$ cat config.mk
export PLATFORM = sky130hd
export DESIGN_NAME = matmul_apb_master
export DESIGN_NICKNAME = d
export VERILOG_FILES = /design/src/rtl/matmul_apb_pkg.sv /design/src/rtl/apb_wait_timer.sv /design/src/rtl/matmul_apb_master.sv
export SDC_FILE = /design/constraint.sdc
export NUM_CORES = 1
export LEC_CHECK = 0
export BUFFER_PORTS_ARGS = -buffer_cell sky130_fd_sc_hd__buf_2
export CAP_MARGIN = 20
export CORE_MARGIN = 4
export CORE_UTILIZATION = 48
export DETAILED_ROUTE_END_ITERATION = 8
export PLACE_DENSITY = 0.85
export SYNTH_ARGS = -nofsm -noshare
export SYNTH_HDL_FRONTEND = slang
export SYNTH_SLANG_ARGS = --single-unit
$ cat constraint.sdc
create_clock -name clk_i -period 3.4 [get_ports clk_i]
set_input_delay 0.17 -clock clk_i [delete_from_list [all_inputs] [get_ports clk_i]]
set_output_delay 0.17 -clock clk_i [all_outputs]
set_load 0.01 [all_outputs]
$ cat src/rtl/matmul_apb_pkg.sv
// Shared definitions for the matmul APB initiator: FSM encoding, default
// bus geometry and the register-region map of the matmul slave.
package matmul_apb_pkg;

  typedef enum logic [1:0] {
    ST_IDLE   = 2'd0,
    ST_SETUP  = 2'd1,
    ST_ACCESS = 2'd2,
    ST_RESP   = 2'd3
  } apb_state_e;

  localparam int unsigned DEF_BUS_WIDTH  = 32;
  localparam int unsigned DEF_DATA_WIDTH = 8;
  localparam int unsigned DEF_ADDR_WIDTH = 16;

  typedef enum logic [2:0] {
    REG_CONTROL   = 3'd0,
    REG_OPERAND_A = 3'd1,
    REG_OPERAND_B = 3'd2,
    REG_FLAGS     = 3'd3,
    REG_SP1       = 3'd4,
    REG_SP2       = 3'd5,
    REG_SP3       = 3'd6,
    REG_SP4       = 3'd7
  } reg_region_e;

  // Region index sits at paddr[4+SPA:2+SPA]; wider element packing shifts it up.
  function automatic int unsigned region_lsb(input int unsigned bus_w, input int unsigned data_w);
    return ((bus_w / data_w) > 2) ? 6 : 4;
  endfunction

  function automatic reg_region_e region_of(input logic [31:0] addr, input int unsigned lsb);
    logic [31:0] sh;
    sh = addr >> lsb;
    return reg_region_e'(sh[2:0]);
  endfunction

endpackage

$ cat src/rtl/apb_wait_timer.sv
// Saturating ACCESS-cycle counter; expire flags the increment that reaches LIMIT.
module apb_wait_timer #(
  parameter int unsigned LIMIT = 16
) (
  input  logic clk,
  input  logic rst,
  input  logic clear,
  input  logic inc,
  output logic expire
);

  localparam int unsigned CW = (LIMIT == 0) ? 1 : $clog2(LIMIT + 1);
  localparam logic [CW-1:0] LIM_M1 = CW'((LIMIT == 0) ? 0 : LIMIT - 1);
  localparam bit ENABLED = (LIMIT != 0);

  logic [CW-1:0] count;

  always_ff @(posedge clk) begin
    if (rst || clear) begin
      count <= '0;
    end else if (inc && (count != {CW{1'b1}})) begin
      count <= count + 1'b1;
    end
  end

  assign expire = ENABLED && inc && (count == LIM_M1);

endmodule

$ cat src/rtl/matmul_apb_master.sv
// APB initiator: one command at a time through SETUP/ACCESS, with wait
// states, slave error and an optional ACCESS timeout reported on the response port.
module matmul_apb_master
  import matmul_apb_pkg::*;
#(
  parameter int unsigned BUS_WIDTH      = DEF_BUS_WIDTH,
  parameter int unsigned DATA_WIDTH     = DEF_DATA_WIDTH,
  parameter int unsigned ADDR_WIDTH     = DEF_ADDR_WIDTH,
  parameter int unsigned TIMEOUT_CYCLES = 16
) (
  input  logic                            clk_i,
  input  logic                            rst_i,
  input  logic                            cmd_valid_i,
  output logic                            cmd_ready_o,
  input  logic                            cmd_write_i,
  input  logic [ADDR_WIDTH-1:0]           cmd_addr_i,
  input  logic [BUS_WIDTH-1:0]            cmd_wdata_i,
  input  logic [BUS_WIDTH/DATA_WIDTH-1:0] cmd_strb_i,
  output logic                            rsp_valid_o,
  input  logic                            rsp_ready_i,
  output logic [BUS_WIDTH-1:0]            rsp_rdata_o,
  output logic                            rsp_err_o,
  output logic                            rsp_timeout_o,
  output logic                            psel_o,
  output logic                            penable_o,
  output logic                            pwrite_o,
  output logic [ADDR_WIDTH-1:0]           paddr_o,
  output logic [BUS_WIDTH-1:0]            pwdata_o,
  output logic [BUS_WIDTH/DATA_WIDTH-1:0] pstrb_o,
  input  logic [BUS_WIDTH-1:0]            prdata_i,
  input  logic                            pready_i,
  input  logic                            pslverr_i
);

  apb_state_e state, state_nxt;
  logic accept, finish, timed_out, handshake, expire;

  apb_wait_timer #(.LIMIT(TIMEOUT_CYCLES)) u_timer (
    .clk    (clk_i),
    .rst    (rst_i),
    .clear  (accept),
    .inc    (state == ST_ACCESS),
    .expire (expire)
  );

  always_ff @(posedge clk_i) begin
    if (rst_i) state <= ST_IDLE;
    else       state <= state_nxt;
  end

  always_comb begin
    state_nxt = state;
    accept    = 1'b0;
    finish    = 1'b0;
    timed_out = 1'b0;
    handshake = 1'b0;
    case (state)
      ST_IDLE: begin
        if (cmd_valid_i) begin
          accept    = 1'b1;
          state_nxt = ST_SETUP;
        end
      end
      ST_SETUP: state_nxt = ST_ACCESS;
      ST_ACCESS: begin
        // pready wins over a timeout landing on the same edge
        if (pready_i) begin
          finish    = 1'b1;
          state_nxt = ST_RESP;
        end else if (expire) begin
          timed_out = 1'b1;
          state_nxt = ST_RESP;
        end
      end
      ST_RESP: begin
        if (rsp_ready_i) begin
          handshake = 1'b1;
          state_nxt = ST_IDLE;
        end
      end
      default: state_nxt = ST_IDLE;
    endcase
  end

  always_ff @(posedge clk_i) begin
    if (rst_i) begin
      cmd_ready_o   <= 1'b1;
      rsp_valid_o   <= 1'b0;
      rsp_rdata_o   <= '0;
      rsp_err_o     <= 1'b0;
      rsp_timeout_o <= 1'b0;
      psel_o        <= 1'b0;
      penable_o     <= 1'b0;
      pwrite_o      <= 1'b0;
      paddr_o       <= '0;
      pwdata_o      <= '0;
      pstrb_o       <= '0;
    end else begin
      if (accept) begin
        cmd_ready_o <= 1'b0;
        psel_o      <= 1'b1;
        pwrite_o    <= cmd_write_i;
        paddr_o     <= cmd_addr_i;
        pwdata_o    <= cmd_write_i ? cmd_wdata_i : '0;
        pstrb_o     <= cmd_write_i ? cmd_strb_i : '0;
      end
      if (state == ST_SETUP) penable_o <= 1'b1;
      if (finish || timed_out) begin
        psel_o        <= 1'b0;
        penable_o     <= 1'b0;
        rsp_valid_o   <= 1'b1;
        rsp_err_o     <= timed_out ? 1'b1 : pslverr_i;
        rsp_timeout_o <= timed_out;
        rsp_rdata_o   <= (finish && !pwrite_o) ? prdata_i : '0;
      end
      if (handshake) begin
        rsp_valid_o <= 1'b0;
        cmd_ready_o <= 1'b1;
      end
    end
  end

endmodule
==> Yosys cells after proc, flatten, opt, wreduce, memory -nomap -nowiden <==
Index checks and enable logic that the tools add are counted.
{ "op_classes": {"add_sub_neg": 1, "multipliers": 0, "div": 0, "n_lt_le_gt_ge": 0, "eq_ne": 8, "shifts": 0, "n_mux": 18, "bitwise_logic": 0, "reduce_logical": 10} }
{ "op_table": {"columns": ["operator", "n"], "rows": [
  ["two-way mux 32 bit", 2],
  ["two-way mux 1 bit", 10],
  ["two-way mux 2 bit", 4],
  ["case mux 2 bit (4 select lines)", 1],
  ["adder 5 x 1 -> 5 bit, second input constant", 1],
  ["equality test 5 x 4 -> 1 bit, second input constant", 1],
  ["!= test 5 bit, second input constant", 1],
  ["equality test 2 bit, second input constant", 2],
  ["two-way mux 4 bit", 1],
  ["!= test 2 bit, second input constant", 2],
  ["OR reduction 2 bit", 2],
  ["logical AND 1 bit", 3],
  ["!= test 3 bit, second input constant", 1],
  ["AND reduction 3 bit", 1],
  ["equality test 2 x 1 -> 1 bit, second input constant", 1],
  ["zero test 2 bit", 1],
  ["logical OR 1 bit", 2],
  ["zero test 1 bit", 1]
]} }
{ "word_totals": {"reg_bits": 98, "latchBits": 0, "ramBits": 0, "rom_bits": 0, "inputBits": 91, "output_inout_bits": 91, "elab_cells": 50, "mem_count": 0} }

==> Longest topological paths before layout <==
{ "depth": {"word_depth": 7, "mapped_depth": 8, "mapped_depth_nobuf": 6} }

==> Modules after synthesis <==
From an unflattened synthesis, not the netlist that was laid out.
{ "hier_totals": {"cells_unflattened": 374, "area_unflattened_um2": 3495.9} }
{ "by_module_without_submodules": {"columns": ["module", "n_inst", "cells_each", "area_per_inst_um2", "seq_area_each_um2"], "rows": [
  ["matmul_apb_master", 1, 346, 3241.9, 1861.8],
  ["apb_wait_timer", 1, 28, 254.0, 100.1]
]} }

==> Worst setup path after synthesis <==
OpenSTA, ideal clock, no wires.
{ "synth_timing": {"kind": "register to register", "from": "register u_timer.count[0]", "to": "register rsp_rdata_o[10]", "setup_ns": 0.065, "t_arrival_ns": 1.630, "setup_slack_ns": 1.705, "stages_incl_launch_ff": 8, "synth_period_minus_slack_ns": 1.695, "cell_sequence": "dfxtp_1 ha_1 and3_1 ha_1 o21ai_1 clkbuf_1 a22oi_1 nor2_1"} }
{ "synth_via": {"elab_chain_len": 6} }
{ "synth_rtl": {"columns": ["item", "line_no", "text"], "rows": [
  ["from (decl)", "apb_wait_timer.sv:16", "logic [CW-1:0] count;"],
  ["from (signal assigned)", "apb_wait_timer.sv:22", "count <= count + 1'b1;"],
  ["equality test 5 x 4 -> 1 bit", "apb_wait_timer.sv:26", "assign expire = ENABLED && inc && (count == LIM_M1);"],
  ["logical AND 1 bit", "apb_wait_timer.sv:26", null],
  ["two-way mux 1 bit", "matmul_apb_master.sv:70", "end else if (expire) begin"],
  ["two-way mux 1 bit", "matmul_apb_master.sv:67", "if (pready_i) begin"],
  ["two-way mux 1 bit", "matmul_apb_master.sv:57", "case (state)"],
  ["logical OR 1 bit", "matmul_apb_master.sv:108", "if (finish || timed_out) begin"],
  ["to (signal assigned)", "matmul_apb_master.sv:114", "rsp_rdata_o <= (finish && !pwrite_o) ? prdata_i : '0;"],
  ["to (decl)", "matmul_apb_master.sv:21", "output logic [BUS_WIDTH-1:0] rsp_rdata_o,"]
]} }
No other way between the ends.
A chain may end at the register's enable or synchronous reset.

==> Worst setup path in the final report <==
{ "layout_timing": {"from": "register state[0]", "to": "register pwdata_o[16]"} }
{ "layout_via": {"elab_chain_len": 2} }
{ "layout_rtl": {"columns": ["item", "line_no", "text"], "rows": [
  ["from (decl)", "matmul_apb_master.sv:35", "apb_state_e state, state_nxt;"],
  ["from (signal assigned)", "matmul_apb_master.sv:48", "else state <= state_nxt;"],
  ["zero test 2 bit", "matmul_apb_master.sv:57", null],
  ["two-way mux 1 bit", "matmul_apb_master.sv:57", null],
  ["to (signal assigned)", "matmul_apb_master.sv:104", "pwdata_o <= cmd_write_i ? cmd_wdata_i : '0;"],
  ["to (decl)", "matmul_apb_master.sv:28", "output logic [BUS_WIDTH-1:0] pwdata_o,"]
]} }
No other way between the ends.

==> metrics <==
Row Count 30; final antenna diode count 0; CP arrival 2420 ps; CTS buffer count 9; RSZ-0062 raised after global routing no; worst vdd ir 0.309 mV; post-synthesis sequential area ratio 57.9%; clock sink total roughly 100; all-layer global routing usage 20.4%; CP Class flip-flop to flip-flop; Syn Nets 427; Power Total 2.95 mW; core box area 6830 um^2; maxcap violations 0; Nets 598; top-area cell type share of the netlist area 57.9%; first-pass GRT wire length 13900 um; initial drt markers 122; Setup-failing EPs final 0; vias 3057; Post-synth top cells 98 x dfxtp_1, 38 x nor2_1, 37 x nand2_1; Synth Warn # 0; Mapped Cells around 330; DRT Wirelength 8970 um; gpl congestion 0.732; Rel. slew slack 45.4%; skew final ~20 ps; DRT Pass-1 Iters 4; vias in the first global route approximately 2900; Post-Syn Area per Cell 10.3 um^2; Critical Path Sink Type flip-flop; most area-consuming cells after synthesis dfxtp_1 58%, a22o_1 9.3%, a22oi_1 7.1%; setup ws final 1280 ps; # IOs 182; vias per cell 5.10; Placement Setup Slack 1300 ps; Setup Fix Bufs, Post-CTS 0; Hold Violations, Final 0; Die X 92.0 um; fin cells 600; layout cells sized above 1 around two fifths; final hold slack ~15 ps; CTS resizes 0; post-DP HPWL 6490 um; cells along the critical path inv_1 > ha_1 > and2_1 > nor2_4 > a22o_1; Die Y 92.0 um; library cells used by synthesis 36; setup total negative slack 0 ps; initial antenna violation count 0; Worst-Margin Slew 817 ps; slowest CP cell nor2_4; Area Growth Syn to Fin 33.7%; CTS hold repair buffers 0; Die ar. between 8000 and 9000 um^2; clk_lat worst skew 360 ps; Longest Clk Path Bufs 2; Max Slew Vio Count 0; initial core utilization 49.6%; area leader, netlist dfxtp_1; clock tree from TritonCTS yes; port bufs 181; crit-path max FO 37; status finished, final reports clean; FF+latch count, synth 98; Cell Pwr Density 651 nW/um^2; Post-synth ARST share 0%; Hold Path Class input port to flip-flop; Clock Tree Root clkbuf_8; maximum clock frequency about 470 MHz; Tmin final 2120 ps; largest net degree at the start of global routing 38; period utilization 62.2%; DRC 0; clock slew at reported path FFs 110 ps; Routed Antenna Nets 0; Critical Path Max Stage Delay approximately 730 ps; worst path required time 3700 ps; GRT overflow 0; Inst Count DP 584; Post-synth EDFFs 0; H-tree Lvls 3; cell leakage power approximately 2.2 nW; Main synth FF type dfxtp_1; wire length per cell 15.0 um; synthesized area 3390 um^2; type of origin of the critical path flip-flop; most common cell in the synthesized netlist dfxtp_1
layer usage:
layer	track usage, %	part of all wire [%]	vias up	wire [um]
li1	-	-	1504	-
met4	7.05	1.2	0	112
met3	6.07	8.6	10	773
met1	25.3	41	1410	3700
met5	0	0	-	0
met2	33.8	49	133	4380
final timing paths:
path,from,end,depth (start not counted),slack [ps]
max,state[0],pwdata_o[16],5,1280
min,rsp_ready_i,rsp_valid_o,2,10
max reg2reg,state[0],pwdata_o[16],5,1280
min reg2reg,paddr_o[10],paddr_o[10],2,450
registers in the layout, indices dropped and copies added (netlist names):
name,cells
cmd_ready_o,1
paddr_o,16
penable_o,1
psel_o,1
pstrb_o,4
pwdata_o,32
pwrite_o,1
rsp_err_o,1
rsp_rdata_o,32
rsp_timeout_o,1
rsp_valid_o,1
state,2
u_timer.count,5
logic make-up after synthesis:
kind of cell	count (synthesis)	synth area share (%)
compound gates	99	22.0
xor+xnor	2	0.517
fa+ha+maj	8	2.96
buf+inv	28	4.51
flops	98	57.9
simple gates	93	12.0
report_power, final:
part           leakage [nW]  internal, mW  switching (mW)
combinational          1.30         0.304           0.425
sequential            0.797          1.29          0.0818
clock                 0.115         0.426           0.417
critical path: cells and delay by family, from the launching register on:
family          cells  cell delay, ps
fa+ha+maj           1             220
compound gates      1             250
buf+inv             1             100
simple gates        2            1090
flops               1             390
metrics by stage:
step | area [um^2] | util [%]
CTS | 4530 | 66.3
global route | 4530 | 66.3
global placement | 4300 | 62.9
detailed placement | 4300 | 62.9
floorplan | 3390 | -
finish | 4530 | 66.3
cells in the final DEF, fill, tap and decap left out, types with 2 or more instances in the layout:
cell | Yosys | routed
a211oi_1 | 3 | 3
a21oi_1 | 19 | 19
a22o_1 | 36 | 36
a22oi_1 | 32 | 32
buf_2 | 8 | 181
buf_4 | 0 | 3
bufinv_16 | 0 | 2
clkbuf_8 | 0 | 9
dfxtp_1 | 98 | 98
ha_1 | 8 | 8
inv_1 | 4 | 4
inv_6 | 0 | 4
nand2_1 | 37 | 37
nor2_1 | 38 | 38
nor2b_1 | 3 | 3
nor3_1 | 3 | 3
o21a_1 | 2 | 2
cell type report:
class	instances	area, um^2
fill	535	2300
inverter	4	15.0
multi-input combinational	202	1270
clock inverter	7	104
sequential	98	1960
tap	96	120
clock buffer	9	124
timing repair buffer	184	928
Power figures use the tool's default switching activity.
